===== config.mk =====
export PLATFORM = sky130hd
export DESIGN_NAME = btn_conditioner
export DESIGN_NICKNAME = d
export VERILOG_FILES = /design/src/rtl/btn_conditioner.sv
export SDC_FILE = /design/constraint.sdc
export NUM_CORES = 1
export LEC_CHECK = 0
export CAP_MARGIN = 20
export CORE_UTILIZATION = 25
export CTS_CLUSTER_SIZE = 24
export DETAILED_ROUTE_END_ITERATION = 10
export GPL_TIMING_DRIVEN = 0
export MAX_ROUTING_LAYER = met4
export PLACE_DENSITY = 0.51
export SYNTH_ARGS = -nofsm -noshare
export SYNTH_HDL_FRONTEND = slang
export SYNTH_SLANG_ARGS = --single-unit

===== constraint.sdc =====
create_clock -name clk -period 2.8 [get_ports clk]
set_clock_uncertainty 0.2 [all_clocks]
set_input_delay 0.56 -clock clk [delete_from_list [all_inputs] [get_ports clk]]
set_output_delay 0.56 -clock clk [all_outputs]
set_load 0.02 [all_outputs]

===== src/rtl/btn_conditioner.sv =====
// btn_conditioner: per-button synchroniser, debounce FSM, clean level and one-cycle press pulse.
// Define AUTO_REPEAT_EN to add auto-repeat pulses while a button is held.
module btn_conditioner #(
  parameter int NUM_BTN       = 5,
  parameter int SYNC_STAGES   = 2,
  parameter int DB_CYCLES     = 1000000,
  parameter int REPEAT_DELAY  = 50000000,
  parameter int REPEAT_PERIOD = 15000000
) (
  input  logic               clk,
  input  logic               reset,
  input  logic [NUM_BTN-1:0] btn_raw,
  output logic [NUM_BTN-1:0] btn_level,
  output logic [NUM_BTN-1:0] btn_pulse
);
  localparam int CW = $clog2(DB_CYCLES + 1);
  typedef enum logic [1:0] {IDLE, DB_PRESS, HELD, DB_RELEASE} state_t;
  logic [SYNC_STAGES-1:0][NUM_BTN-1:0] sync_q;
  always_ff @(posedge clk)
    if (reset) sync_q <= '0;
    else sync_q <= {sync_q[SYNC_STAGES-2:0], btn_raw};
  for (genvar b = 0; b < NUM_BTN; b++) begin : g_ch
    state_t st;
    logic [CW-1:0] cnt;
    logic s, db_done, lvl, pls;
    assign s = sync_q[SYNC_STAGES-1][b];
    assign db_done = cnt == CW'(DB_CYCLES - 1);
    assign btn_level[b] = lvl;
    assign btn_pulse[b] = pls;
`ifdef AUTO_REPEAT_EN
    localparam int RW = $clog2(REPEAT_DELAY + 1);
    logic [RW-1:0] rcnt;
    logic rep;
    assign rep = rcnt == RW'(REPEAT_DELAY - 1);
    // After each repeat, reload so the next match lands REPEAT_PERIOD cycles later
    always_ff @(posedge clk)
      if (reset) begin
        st <= IDLE;
        cnt <= '0;
        rcnt <= '0;
        lvl <= 1'b0;
        pls <= 1'b0;
      end else begin
        pls <= 1'b0;
        case (st)
          IDLE: if (s) begin st <= DB_PRESS; cnt <= '0; end
          DB_PRESS:
            if (!s) st <= IDLE;
            else if (db_done) begin st <= HELD; lvl <= 1'b1; pls <= 1'b1; rcnt <= '0; end
            else cnt <= cnt + 1'b1;
          HELD:
            if (!s) begin st <= DB_RELEASE; cnt <= '0; rcnt <= '0; end
            else if (rep) begin pls <= 1'b1; rcnt <= RW'(REPEAT_DELAY - REPEAT_PERIOD); end
            else rcnt <= rcnt + 1'b1;
          DB_RELEASE:
            if (s) begin st <= HELD; rcnt <= '0; end
            else if (db_done) begin st <= IDLE; lvl <= 1'b0; end
            else cnt <= cnt + 1'b1;
          default: st <= IDLE;
        endcase
      end
`else
    always_ff @(posedge clk)
      if (reset) begin
        st <= IDLE;
        cnt <= '0;
        lvl <= 1'b0;
        pls <= 1'b0;
      end else begin
        pls <= 1'b0;
        case (st)
          IDLE: if (s) begin st <= DB_PRESS; cnt <= '0; end
          DB_PRESS:
            if (!s) st <= IDLE;
            else if (db_done) begin st <= HELD; lvl <= 1'b1; pls <= 1'b1; end
            else cnt <= cnt + 1'b1;
          HELD: if (!s) begin st <= DB_RELEASE; cnt <= '0; end
          DB_RELEASE:
            if (s) st <= HELD;
            else if (db_done) begin st <= IDLE; lvl <= 1'b0; end
            else cnt <= cnt + 1'b1;
          default: st <= IDLE;
        endcase
      end
`endif
  end
endmodule


Word-level counts from Yosys, hierarchy flattened
Cells that the tools add are included.
{"block": "totals", "out_inout_bits": 10, "wordCells": 222, "ff_bits": 130, "inputBits": 7}
{"block": "op_classes", "n_reduce_logical": 30, "addsub": 5, "bitwise_logic": 10, "n_eq_ne": 60, "muxes": 95}
{"operator": "two-way mux 20 bit", "count": 25}
{"operator": "case mux 20 bit (4 select lines)", "count": 5}
{"operator": "adder 20 x 1 -> 20 bit (second input constant)", "count": 5}
{"operator": "equality test 20 bit (second input constant)", "count": 5}
{"operator": "two-way mux 2 bit", "count": 30}
{"operator": "!= test 2 bit (second input constant)", "count": 30}
{"operator": "case mux 2 bit (4 select lines)", "count": 5}
{"operator": "AND reduction 4 bit", "count": 10}
{"operator": "!= test 3 bit (second input constant)", "count": 10}
{"operator": "two-way mux 1 bit", "count": 25}
{"operator": "AND reduction 5 bit", "count": 5}
{"operator": "equality test 2 bit (second input constant)", "count": 10}
{"operator": "OR reduction 3 bit", "count": 5}
{"operator": "equality test 2 x 1 -> 1 bit (second input constant)", "count": 5}
{"operator": "logical NOT 2 bit", "count": 5}
{"operator": "NOT 1 bit", "count": 10}
{"operator": "case mux 1 bit (2 select lines)", "count": 5}
{"operator": "nonzero test 2 bit", "count": 5}

Logic depth before layout (Yosys ltp)
{"block": "logic_depth", "word_depth": 4, "ltp_mapped": 8, "depth_no_buf": 6}

Worst setup path after synthesis
No wires, ideal clock.
{"block": "synth_timing", "path_type": "register to register", "startpoint": "reg g_ch[0].cnt[0]", "endpoint": "reg g_ch[0].cnt[7]", "required_time_ps": 2484, "path_buffers": 2, "setup_time_ps": 116, "path_stages_with_launch": 9, "path_slack_ps": 551, "arrival_time_ps": 1933, "synth_period_minus_slack_ps": 2249, "path_cell_list": "dfxtp_1 -> ha_1 -> nand4_1 -> or3_1 -> clkbuf_1 -> o211ai_1 -> buf_2 -> nor4b_1 -> a31o_2"}
{"block": "synth_via", "elab_chain_len": 4, "word_cells_on_any_way": 6, "cone_classes": "add/sub: 1; eq/ne: 1; mux: 4"}
{"element": "start, declared", "line_no": "24", "text": "logic [CW-1:0] cnt;"}
{"element": "start signal, assigned", "line_no": "76", "text": "else cnt <= cnt + 1'b1;"}
{"element": "start signal, assigned", "line_no": "81", "text": "else cnt <= cnt + 1'b1;"}
{"element": "adder 20 x 1 -> 20 bit or equality test 20 bit (tied branches)", "line_no": "76, 81, 27"}
{"element": "two-way mux 20 bit *", "line_no": "75, 80"}
{"element": "two-way mux 20 bit (on tied branches)", "line_no": "79, 74"}
{"element": "case mux 20 bit (4 select lines) *", "line_no": "71", "text": "case (st)"}
Every way passes the cells marked *; elsewhere a longest branch is shown, timed or not. The select of a mux whose other input is x is not followed.
A chain may end at the register's enable or synchronous reset.

Final worst setup path
Ends and elaborated chain as after synthesis.

==> run_results.csv <==
group,metric,value,unit
pwr,p_sw,0.0009785,W
drt,vias_per_cell,4.831,
synthesis,synth_cell_types,65,
sta,worst_pin_slew,850.6,ps
finish,fin_cells,1124,
hold_path,hp-class,"flip-flop to flip-flop",
drt,drt-initial-drc-count,472,
placed_design,placed_cell_area,6843,um^2
sta,finalSetupViolations,0,
global_routing,grt-ovfl-total,0,
placed_design,hpwl,10.55,mm
global_routing,grt_use_total,12.91,%
global_routing,grt_max_degree,17,
pwr,power_frac_seq,42.0,%
finish,n_fill_cell,2573,
synthesis,synth-simple-area-share,30.71,%
pwr,p_per_area,599.1,nW/um^2
sta,slew_viol_final,0,
synthesis,synth_edf_count,0,
pwr,p_clk_share,53.8,%
finish,area_growth_syn_to_layout,19.42,%
clock_network,numCtsBuffers,17,
sta,fmax,391.2,MHz
floorplan,core,24460,um^2
synthesis,muxShareOfSynthArea,1.831,%
finish,fin_util,30.69,%
floorplan,die_x,160.6,um
synthesis,synth.area.top_cells,"dfxtp_1 41%, nor2_1 5.3%, nand3_1 4.5%, xor2_1 4.3%, nand2_1 3.8%",
synthesis,syn_area,6287,um^2
drt,ant_nets,0,
setup_path,cp.arrival,2680,ps
placed_design,gp_congestion,0.8185,
synthesis,synth_compound_area_share,14.31,%
synthesis,ys_seq_area_share,41.39,%
synthesis,synth_largest_area_cell,"dfxtp_1",
floorplan,die_y,160.6,um
clock_network,cts_sinks,130,
sta,rsz0062_at_grt,"no",
finish,design_area,7508,um^2
synthesis,synthAdderAreaFrac,0.9950,%
synthesis,syn-num-nets,762,
setup_path,r2r_slack,240,ps
placed_design,dp_cells,1089,
drt,dr.pass1.iters,5,
synthesis,synthFlopType,"dfxtp_1",
synthesis,async_flop_share,0,%
global_routing,grt.met3_usage,2.815,%
pwr,p_leak,2.434,nW
clock_network,path_clk_slew,60,ps
sta,slew_headroom,42.89,%
synthesis,yosys_warnings,0,
global_routing,grt_pass1_vias,5198,
setup_path,cp_max_fo,10,
clock_network,cts_htree_levels,4,
clock_network,clk_path_buf_depth,2,
synthesis,synthCells,750,
floorplan,initial_utilization,25.70,%
sta,fin_crit,2556,ps
global_routing,use_met1,16.62,%
synthesis,synth-xor-area-share,6.687,%
sta,hold_viol,0,
sta,period_share,91.30,%
pwr,power_frac_comb,4.2,%
setup_path,startpoint_type,"flip-flop",
synthesis,synth-seq-cells,130,
synthesis,synth_area_per_cell,8.383,um^2
setup_path,crit_type,"flip-flop to flip-flop",
finish,drive_above_1_share,9.875,%
setup_path,endpoint_kind,"flip-flop",
status,outcome,"finished clean",
sta,tns,0,ps
drt,routedWlPerCell,13.54,um
global_routing,met2_usage,19.66,%
run,drv_cap,0,
synthesis,yosysTopAreaCellShare,41.39,%
setup_path,worst_ep_required_time,2920,ps
global_routing,antenna_found_initial,0,
clock_network,clkLatencyLatePin,420,ps
floorplan,ios,17,
clock_network,cts_tree,"done",
global_routing,grt.busiest_layer,"met2",
synthesis,synth_top_family_by_area,"simple AND/OR/NAND/NOR gates",
placed_design,io_buffers,15,
pwr,peakVddDrop,0.0003766,V
clock_network,cts-hold-fix-buffers,0,
drt,drc_errors,0,
finish,finalNetCount,799,
drt,num_vias,5430,
clock_network,cts-root-buf,"clkbuf_16",
floorplan,rows,57,
floorplan,die-area,25790,um^2
global_routing,grt_pass1_wl,25.92,mm
drt,routed_wl,15.22,mm
pwr,intPower,0.003520,W
pwr,swShare,21.75,%
finish,n_antenna_cell,0,
-- Yosys cell counts, types with 8 or more instances --
cell	instances
a21oi_1	43
xnor2_1	17
nor4_1	11
and3_1	13
a31oi_1	8
nor4b_1	8
nand3_1	56
nor2_1	88
nand4_1	24
clkbuf_1	23
nand2_1	63
or4_1	10
or3_1	13
inv_1	11
a22oi_1	9
xor2_1	31
nor3_1	18
nor2b_1	10
dfxtp_1	130
o21ai_0	36
buf_4	10
-- through the flow --
| stage | hold slack [ps] | setup slack, ps | total power, W |
|---|---|---|---|
| floorplan | 213.8 | 550.9 | 0.002041 |
| global placement | 221.6 | 16.21 | 0.002119 |
| detailed placement | 223.9 | 33.90 | 0.002119 |
| CTS | 238.6 | 12.70 | 0.004567 |
| global route | 250.9 | 115.7 | 0.004672 |
| finish | 234.3 | 243.6 | 0.004498 |
-- state kept, by name, indices dropped and copies added (netlist names), named ones only --
register and flops:
g_ch.cnt 100, g_ch.lvl 5, g_ch.pls 5, g_ch.s 5
g_ch.st 5, sync_q 5
-- worst max-delay path: stages (launching register included) --
cell and delay (ps):
dfxtp_1 400, ha_1 250, nand4_1 170, or3_1 330
clkbuf_1 170, o211ai_1 200, buf_4 170, buf_2 230
nor4b_1 90, a31o_2 230
-- layout by cell type, fill, tap and decap left out, types with 5 or more instances in the layout --
cell type / synthesis / routed
o211ai_1: 7 / 7
nor3_1: 18 / 18
ha_1: 5 / 5
inv_1: 11 / 11
nand3_1: 56 / 56
a211oi_1: 6 / 6
bufinv_16: 0 / 5
or4_1: 10 / 10
clkbuf_16: 0 / 17
or2_2: 7 / 7
nor4_1: 11 / 11
buf_4: 10 / 12
and2_1: 6 / 6
nor4b_1: 8 / 8
or3_1: 13 / 13
dfxtp_1: 130 / 130
nand4_1: 24 / 24
a31oi_1: 8 / 8
and4_1: 6 / 6
clkbuf_1: 23 / 25
a22oi_1: 9 / 9
nor2_1: 88 / 88
nor2b_1: 10 / 10
and3_1: 13 / 13
o21ai_0: 36 / 36
xor2_1: 31 / 31
xnor2_1: 17 / 17
a21oi_1: 43 / 43
clkdlybuf4s50_1: 0 / 15
nand2_1: 63 / 63
nand4b_1: 6 / 6
mux2i_1: 7 / 7
-- worst paths after layout --
kind / depth (start not counted) / end / start
hold reg to reg: 1 / g_ch[3].s$_SDFF_PP0_ / sync_q[3]$_SDFF_PP0_
hold / removal: 1 / g_ch[3].s$_SDFF_PP0_ / sync_q[3]$_SDFF_PP0_
setup reg to reg: 9 / g_ch[0].cnt[7]$_SDFFE_PP0P_ / g_ch[0].cnt[0]$_SDFFE_PP0P_
setup / recovery: 9 / g_ch[0].cnt[7]$_SDFFE_PP0P_ / g_ch[0].cnt[0]$_SDFFE_PP0P_
-- area by class of cell --
class	count	area (um^2)	share of cell area (%)
Clock buffer	19	432.9	5.766
Clock inverter	13	209.0	2.783
Timing Repair Buffer	18	170.2	2.266
Buffer	40	215.2	2.866
Inverter	11	41.29	0.5499
Sequential cell	130	2603	34.66
Tap cell	324	405.4	5.399
Multi-Input combinational cell	569	3432	45.71
-- what timing repair did --
action,CTS,global route
gates resized for setup,0,1
hold endpoints to repair,0,0
setup buffers,0,2
setup endpoints to repair,1,12
pin swaps,1,2
gates cloned,0,0
-- power by group through the flow --
stage	Clock, W	Sequential (W)	Combinational, W
after floorplan	0	0.00192	0.000118
after global placement	0	0.00193	0.000191
after detailed placement	0	0.00193	0.000190
after CTS	0.00249	0.00189	0.000191
after global routing	0.00258	0.00189	0.000207
final	0.00242	0.00189	0.000188
-- logic make-up (layout without fill, tap and decap cells) --
logic type	Yosys count	after routing
xor+xnor	48	48
simple gates	361	361
buf+inv	51	101
flops	130	130
mux	11	11
compound gates	144	144
fa+ha+maj	5	5
-- layer usage --
layer	routed length (um)	share of wire, %	vias to the layer above
met5	0	0	-
met4	231	1.5	0
met3	425	2.8	13
met2	6887	45	75
met1	7671	50	2538
li1	-	-	2804
(Power assumes the default switching activity.)
